<file path="src/rtl/iir_channel_scheduler.sv">
// Time-multiplexed first-order Q1.15 IIR shared by NCH channels, round-robin sample arbitration.
// Optional: define IIR_SCHED_SAT_EN to saturate results; default wraps to 16 bits.
module iir_channel_scheduler #(
  parameter int          NCH     = 4,
  parameter logic [15:0] B0_INIT = 16'h1000,
  parameter logic [15:0] B1_INIT = 16'h0CCC,
  parameter logic [15:0] A1_INIT = 16'h0CCC,
  localparam int         CHW     = (NCH > 2) ? $clog2(NCH) : 1
) (
  input  logic              CLK,
  input  logic              RESET,
  input  logic [NCH-1:0]    in_valid,
  input  logic [16*NCH-1:0] in_data,
  output logic [NCH-1:0]    in_ready,
  output logic              out_valid,
  input  logic              out_ready,
  output logic [15:0]       out_data,
  output logic [CHW-1:0]    out_ch,
  input  logic              cfg_we,
  input  logic [1:0]        cfg_addr,
  input  logic [15:0]       cfg_wdata,
  output logic              busy
);

  typedef enum logic [2:0] {IDLE, MAC0, MAC1, MAC2, OUT} state_t;

  state_t              r_state;
  logic [CHW-1:0]      r_ptr;
  logic [CHW-1:0]      r_ch;
  logic signed [15:0]  r_x;
  logic signed [34:0]  r_acc;
  logic signed [15:0]  r_x1 [NCH];
  logic signed [15:0]  r_y1 [NCH];
  logic [15:0]         r_b0_s, r_b1_s, r_a1_s;
  logic signed [15:0]  r_b0_a, r_b1_a, r_a1_a;
  logic                r_out_valid;
  logic [15:0]         r_out_data;
  logic [CHW-1:0]      r_out_ch;
  logic                r_busy;

  logic                w_any;
  logic [CHW-1:0]      w_gch;
  logic [15:0]         w_gx;
  logic signed [15:0]  w_coef;
  logic signed [15:0]  w_samp;
  logic signed [31:0]  w_prod;
  logic signed [34:0]  w_acc_next;
  logic signed [19:0]  w_sh;
  logic [15:0]         w_y;

  assign out_valid = r_out_valid;
  assign out_data  = r_out_data;
  assign out_ch    = r_out_ch;
  assign busy      = r_busy;

  // Round-robin search starting one past the last granted channel.
  always_comb begin
    int unsigned v_idx;
    w_any = 1'b0;
    w_gch = '0;
    v_idx = 0;
    for (int unsigned i = 1; i <= NCH; i++) begin
      v_idx = (int'(r_ptr) + i) % NCH;
      if (!w_any && in_valid[v_idx[CHW-1:0]]) begin
        w_any = 1'b1;
        w_gch = v_idx[CHW-1:0];
      end
    end
  end

  assign w_gx = in_data[{w_gch, 4'b0000} +: 16];

  always_comb begin
    in_ready = '0;
    if (r_state == IDLE && !RESET && w_any)
      in_ready = NCH'(1) << w_gch;
  end

  // One shared multiplier; the state selects which coefficient/sample pair feeds it.
  always_comb begin
    w_coef = r_b0_a;
    w_samp = r_x;
    case (r_state)
      MAC1: begin
        w_coef = r_b1_a;
        w_samp = r_x1[r_ch];
      end
      MAC2: begin
        w_coef = r_a1_a;
        w_samp = r_y1[r_ch];
      end
      default: ;
    endcase
  end

  assign w_prod = 32'(w_coef) * 32'(w_samp);

  always_comb begin
    w_acc_next = r_acc;
    case (r_state)
      MAC0:    w_acc_next = 35'(w_prod);
      MAC1:    w_acc_next = r_acc + 35'(w_prod);
      MAC2:    w_acc_next = r_acc - 35'(w_prod);
      default: ;
    endcase
  end

  assign w_sh = w_acc_next[34:15];

  always_comb begin
`ifdef IIR_SCHED_SAT_EN
    if (w_sh > 20'sd32767)
      w_y = 16'h7FFF;
    else if (w_sh < -20'sd32768)
      w_y = 16'h8000;
    else
      w_y = w_sh[15:0];
`else
    w_y = w_sh[15:0];
`endif
  end

  always_ff @(posedge CLK or posedge RESET) begin
    if (RESET) begin
      r_state     <= IDLE;
      r_ptr       <= CHW'(NCH - 1);
      r_ch        <= '0;
      r_x         <= '0;
      r_acc       <= '0;
      r_b0_s      <= B0_INIT;
      r_b1_s      <= B1_INIT;
      r_a1_s      <= A1_INIT;
      r_b0_a      <= B0_INIT;
      r_b1_a      <= B1_INIT;
      r_a1_a      <= A1_INIT;
      r_out_valid <= 1'b0;
      r_out_data  <= '0;
      r_out_ch    <= '0;
      r_busy      <= 1'b0;
      for (int unsigned k = 0; k < NCH; k++) begin
        r_x1[k] <= '0;
        r_y1[k] <= '0;
      end
    end else begin
      if (cfg_we) begin
        case (cfg_addr)
          2'd0:    r_b0_s <= cfg_wdata;
          2'd1:    r_b1_s <= cfg_wdata;
          2'd2:    r_a1_s <= cfg_wdata;
          default: ;
        endcase
      end
      // Active set only follows the shadow while idle, so a sample never mixes old and new.
      if (r_state == IDLE) begin
        r_b0_a <= r_b0_s;
        r_b1_a <= r_b1_s;
        r_a1_a <= r_a1_s;
      end
      case (r_state)
        IDLE: begin
          if (w_any) begin
            r_x     <= w_gx;
            r_ch    <= w_gch;
            r_ptr   <= w_gch;
            r_busy  <= 1'b1;
            r_state <= MAC0;
          end
        end
        MAC0: begin
          r_acc   <= w_acc_next;
          r_state <= MAC1;
        end
        MAC1: begin
          r_acc   <= w_acc_next;
          r_state <= MAC2;
        end
        MAC2: begin
          r_acc       <= w_acc_next;
          r_out_data  <= w_y;
          r_out_ch    <= r_ch;
          r_out_valid <= 1'b1;
          r_x1[r_ch]  <= r_x;
          r_y1[r_ch]  <= w_y;
          r_state     <= OUT;
        end
        OUT: begin
          if (out_ready) begin
            r_out_valid <= 1'b0;
            r_busy      <= 1'b0;
            r_state     <= IDLE;
          end
        end
        default: r_state <= IDLE;
      endcase
    end
  end

endmodule

</file>
<file path="config.mk">
export PLATFORM = sky130hd
export DESIGN_NAME = iir_channel_scheduler
export DESIGN_NICKNAME = d
export VERILOG_FILES = /design/src/rtl/iir_channel_scheduler.sv
export SDC_FILE = /design/constraint.sdc
export NUM_CORES = 2
export LEC_CHECK = 0
export BUFFER_PORTS_ARGS = -buffer_cell sky130_fd_sc_hd__clkbuf_2
export CAP_MARGIN = 20
export CORE_MARGIN = 3
export CORE_UTILIZATION = 50
export CTS_BUF_LIST = sky130_fd_sc_hd__clkbuf_4 sky130_fd_sc_hd__clkbuf_8
export DETAILED_ROUTE_END_ITERATION = 8
export PLACE_DENSITY_LB_ADDON = 0.3
export SYNTH_ARGS = -nofsm -noshare
export SYNTH_HDL_FRONTEND = slang
export SYNTH_SLANG_ARGS = --single-unit
</file>
<file path="constraint.sdc">
create_clock -name CLK -period 11.6 [get_ports CLK]
set_input_delay 1.74 -clock CLK [delete_from_list [all_inputs] [get_ports CLK]]
set_output_delay 1.74 -clock CLK [all_outputs]
set_load 0.05 [all_outputs]
</file>
# Word level (Yosys, flattened, before mapping)
# Cells that the tools add are included.
# word_totals
ff_bits	302
inputBits	90
word_cells	109
# op_classes
n_addsub	6
n_mul	1
magnitude_cmp	6
n_eq_ne	8
n_shift	2
muxes	37
bitwise	1
n_reduce_logical	24
# ops
op	count
$bwmux 64	2
$pmux 35 s3	1
$mux 16	5
$bmux 16 s2	2
$pmux 16 s2	2
$shiftx 64x7->16	1
$add 35x32->35	1
$sub 35x32->35	1
$demux 16 s2	1
$mul 16x16->32	1
$pmux 3 s5	1
$reduce_and 2->1	7
$lt 2x3->1 const B	4
$mux 1	10
$bmux 1 s2	4
$mux 2	4
$eq 3x2->1 const B	2
$logic_and 1x1->1	6
$mux 3	2
$add 2x1->2 const B	2
$add 2x2->2 const B	2
$logic_not 1->1	4
$mux 4	1
$ne 2x2->1 const B	2
other kinds (15)	17

# Longest topological paths before layout
# logic_depth
ltp_word	15
mapped_depth	45
mapped_depth_nobuf	39

# Worst setup path after synthesis
# No wires, ideal clock.
# synth_timing
kind	register to register
startpoint	register r_ch[0]
endpoint	register r_acc[30]
setup_ps	134
arrival_ps	10213
t_required_ps	11466
slack_ps	1253
path_stages_with_launch	41
cell_sequence	dfrtp_1 buf_2 buf_6 buf_1 mux4_2 nand2_1 a21oi_1 a21oi_1 clkbuf_1 nor2_1 fa_1 inv_1 fa_1 fa_1 fa_1 inv_1 fa_1 inv_1 [... 5 more ...] o2111ai_2 o21a_4 xor2_2 or3_4 or4_4 nor2_1 a31oi_1 xor2_1 ha_1 a21o_1 a21o_1 a21oi_1 inv_1 o311ai_0 inv_1 a32o_1 a211oi_1 o31ai_2
# synth_between
elab_chain_cells	8
# synth_rtl
element	line	rtl
from (decl)	29	logic [CHW-1:0] r_ch;
from (signal assigned)	163	r_ch <= w_gch;
$not 2->3 (implied by the code) (*)	86, 90	
$bmux 16 s2, on equally long branches	90, 86	
$mux 16, on equally long branches (2 in a row)	90, 86	
$pmux 16 s2 (*)	83	case (r_state)
$mul 16x16->32 (*)	96	assign w_prod = 32'(w_coef) * 32'(w_samp);
$sub 35x32->35 / $add 35x32->35 (equally long branches)	103, 102	
$pmux 35 s3 (*)	100	case (r_state)
to (signal assigned)	170	r_acc <= w_acc_next;
to (signal assigned)	174	r_acc <= w_acc_next;
to (signal assigned)	178	r_acc <= w_acc_next;
to (decl)	31	logic signed [34:0] r_acc;
# Every way passes the cells marked *; elsewhere a longest branch is shown, timed or not. The select of a mux whose other input is x is not followed.
# A chain may end at the register's enable or synchronous reset.

# Worst setup path in the final report
# layout_timing
startpoint	register r_ch[0]
endpoint	register r_y1[11] (netlist bit)
# layout_between
elab_chain_cells	9
# layout_rtl
element	line	rtl
$not 2->3 (implied by the code) (*)	86, 90, 183	
$bmux 16 s2, on equally long branches	90, 86	
$mux 16, on equally long branches (2 in a row)	90, 86	
$pmux 16 s2	83	
$mul 16x16->32	96	
$sub 35x32->35 / $add 35x32->35 (equally long branches)	103, 102	
$pmux 35 s3	100	
$bwmux 64 (*)	183	r_y1[r_ch] <= w_y;
to (signal, indexed assignment)	183	
to (decl)	33	logic signed [15:0] r_y1 [NCH];
# Marks and branches as above.

==> flow_summary.toml <==
[run_status]
status = "finished, final reports clean"

[yosys]
avgSynthCellArea_um2 = 9.62
synth_edf_count = 0
syn_inst = 2658
synthArstFlopShare = 1.00
synthesis.area_mm2 = 0.0256
yosysSeqAreaShare = 0.293
synth-main-ff-cell = "dfrtp_1"
ys_seq_elements = 298
synth_fp_nets = 3116
yosysWarnings = 0
synthDistinctLibCells = 85

[worst_setup_path]
worstSetupPathType = "flop to flop"
max_stage_delay_ps = 730
worst_path_most_repeated_cell = "fa_1"
cp_max_fo = 23
critical_path_required_ps = 12160
worst_ep_arrival_time_ps = 11540
cp-end-kind = "flop"
startpoint_type = "flop"
rr_startpoint = "r_ch[0]$_DFFE_PP0P_"
r2r_end = "r_y1[11]$_DFFE_PP0P_"
rr_worst_depth = 34
rrSetupSlack_ps = 620
crit_path_top_delay_cell = "dfrtp_4"

[worst_hold_path]
hp-start = "out_ch[0]$_DFFE_PP0P_"
min_to = "out_ch[0]$_DFFE_PP0P_"
holdPathStages = 2
hp-class = "flop to flop"

[sta]
report.final.slew_viol_count = 0
fmax_ghz = 0.0911
worst_slew_pin_slew_ps = 1060
rsz0062_at_grt = "no"
finalClockSkew_ps = 40.7
slew_headroom = 0.294
finalSetupTns_ps = 0
setup-violations-final = 0
fin_crit_sh = 0.947
post-route-min-period_ps = 10980
hold_viol = 0

[place]
dpl.hpwl_mm = 53.5
place_congestion = 0.926
portBuffers = 113

[global_route]
overflow = 0
grt_pass1_wl_mm = 113
grt_max_degree = 150
antenna_found_initial = 1
grt_usage = 0.270
grt_pass1_vias = 21162

[routing]
vias = 19962
first_iter_violations = 1430
vias_per_cell = 5.72
drc = 0
drt_first_pass_iters = 5
wl_per_cell_um = 20.2
routed_wl_mm = 70.4
ant_nets = 0

[die]
ioPinCount = 114
die_area_mm2 = 0.0539
start_util = 0.507
die_w_um = 232
core-area_mm2 = 0.0504
core.rowCount = 82
die_h_um = 232

[clock_network]
cts_num_sinks = 298
cts-root-buf = "clkbuf_8"
clk_latency_ps = 640
max-clock-path-buffers = 3
clk_pin_slew_worst_paths_ps = 60
cts_tree = "built"
cts_setup_buffers = 0
htree_levels = 2
cts_inserted_buffers = 49
cts-hold-fix-buffers = 0

[final_layout]
nets = 3234
area.growth.synth_to_final_pct = 10.7
drive_gt1_frac = 0.182

[job]
drv_cap = 0
## cell usage in the layout, fill, tap and decap left out, types with 10 or more instances in the layout
master / Yosys / routed
inv_1: 332 / 331
clkbuf_2: 0 / 113
a211oi_1: 37 / 37
o22ai_1: 29 / 29
o21ai_0: 90 / 90
dfrtp_1: 270 / 267
nor2_1: 213 / 209
nor2b_1: 29 / 29
fa_1: 257 / 257
a21o_1: 43 / 43
clkbuf_8: 0 / 62
a22oi_1: 10 / 10
o21ai_1: 21 / 21
mux2i_1: 43 / 43
xor2_1: 28 / 28
mux4_2: 32 / 32
dfstp_2: 28 / 28
o21a_1: 37 / 37
a31oi_1: 20 / 20
nor3_1: 22 / 20
nand2_1: 427 / 427
xnor2_1: 48 / 48
clkbuf_4: 0 / 13
and2_1: 10 / 10
buf_4: 1 / 64
a21oi_1: 102 / 101
and3_1: 11 / 11
nand2b_1: 20 / 19
nand3_1: 10 / 10
ha_1: 111 / 111
mux2_2: 139 / 139
## state kept, by name (all words and copies together), names as in the netlist
register	flops
r_b1_s	16
r_a1_a	16
busy	1
r_a1_s	16
r_b0_s	16
r_y1	64
r_x	16
r_ptr	2
r_state	3
r_b0_a	16
r_acc	31
r_ch	2
out_valid	1
r_x1	64
r_b1_a	16
out_ch	2
out_data	16
## cell families after synthesis
kind of cell               synth area share
AOI/OAI and AO/OA                     0.120
xor gates and xnor gates             0.0267
adders and majority gates             0.256
buffers and inverters                0.0664
DFF                                   0.293
muxes                                 0.106
and+or+nand+nor                       0.132
## worst max-delay path, delay by kind of cell, from the launching register on
kind | cells | cell delay [ps]
fa+ha+maj | 8 | 3870
mux | 3 | 1200
buf+inv | 4 | 220
compound gates | 8 | 2280
xor+xnor | 2 | 280
simple gates | 9 | 2300
flops | 1 | 730
## per-stage QoR
stage	instances	utilization	instance area [um^2]	hold WS, ps	setup WS, ps
6_report	3488	0.561	28300	473	620
3_3_place_gp	3393	0.537	27100	452	693
2_1_floorplan	2658	-	25600	441	1250
5_1_grt	3487	0.561	28300	500	5.31
3_5_place_dp	3393	0.537	27100	459	576
4_1_cts	3483	0.559	28200	475	532
## final cells by class
cell class                      count  area (um^2)
Clock inverter                     15          168
Sequential cell                   298         7500
Fill cell                        4327        22100
Inverter                          334         1260
Multi-Input combinational cell   1912        16400
Timing Repair Buffer              181         1140
Clock buffer                       75          951
Tap cell                          672          841
Antenna cell                        1         2.50
## worst max-delay path by stage
stage / startpoint / end / slack [ps] / cells after the start
after floorplan: r_ch[0]$_DFFE_PP0P_ / r_acc[30]$_DFFE_PP0N_ / 1250 / 40
after global placement: r_ch[0]$_DFFE_PP0P_ / r_acc[30]$_DFFE_PP0N_ / 690 / 35
after detailed placement: r_ch[0]$_DFFE_PP0P_ / r_y1[43]$_DFFE_PP0P_ / 580 / 34
after CTS: r_ch[0]$_DFFE_PP0P_ / out_data[11]$_DFFE_PP0P_ / 530 / 34
after global routing: r_ch[0]$_DFFE_PP0P_ / out_data[11]$_DFFE_PP0P_ / 5 / 35
final: r_ch[0]$_DFFE_PP0P_ / r_y1[11]$_DFFE_PP0P_ / 620 / 34
## synth_stat cells (all sizes together), types with 6 or more instances
cell type  instances  share of area
o21ai            111          0.022
mux2i             43          0.017
nor3              22         0.0043
nand3b             6         0.0018
dfrtp            270           0.26
o21a              38          0.011
o22a               7         0.0024
mux2             139          0.061
a31oi             20         0.0049
dfstp             28          0.029
nand2b            20         0.0049
nor2             213          0.031
xor2              29          0.010
a21oi            104          0.021
or3               10         0.0026
a211oi            39          0.012
nand2            427          0.063
inv              332          0.049
ha               111          0.054
clkbuf            92          0.014
xnor2             48          0.016
o22ai             29         0.0071
and3              11         0.0027
o211ai             9         0.0028
or2                8         0.0020
fa               257           0.20
nand3             10         0.0020
a22oi             10         0.0029
nor2b             29         0.0071
mux4              32          0.028
a21o              43          0.013
and2              12         0.0030
a211o              6         0.0021
buf               22         0.0038
## metal layers
metal | vias up | global-route usage | share of wire
li1 | 9009 | - | -
met1 | 10024 | 0.339 | 0.40
met2 | 717 | 0.454 | 0.49
met3 | 212 | 0.0483 | 0.061
met4 | 0 | 0.126 | 0.051
met5 | - | 0 | 0
## what timing repair did
action                     CTS  global route
setup endpoints to repair    0            20
resized for setup            0             2
hold endpoints to repair     0             0
Power is not shown: default switching activity piles up to over one toggle a cycle in this logic, so the estimate is an artifact.
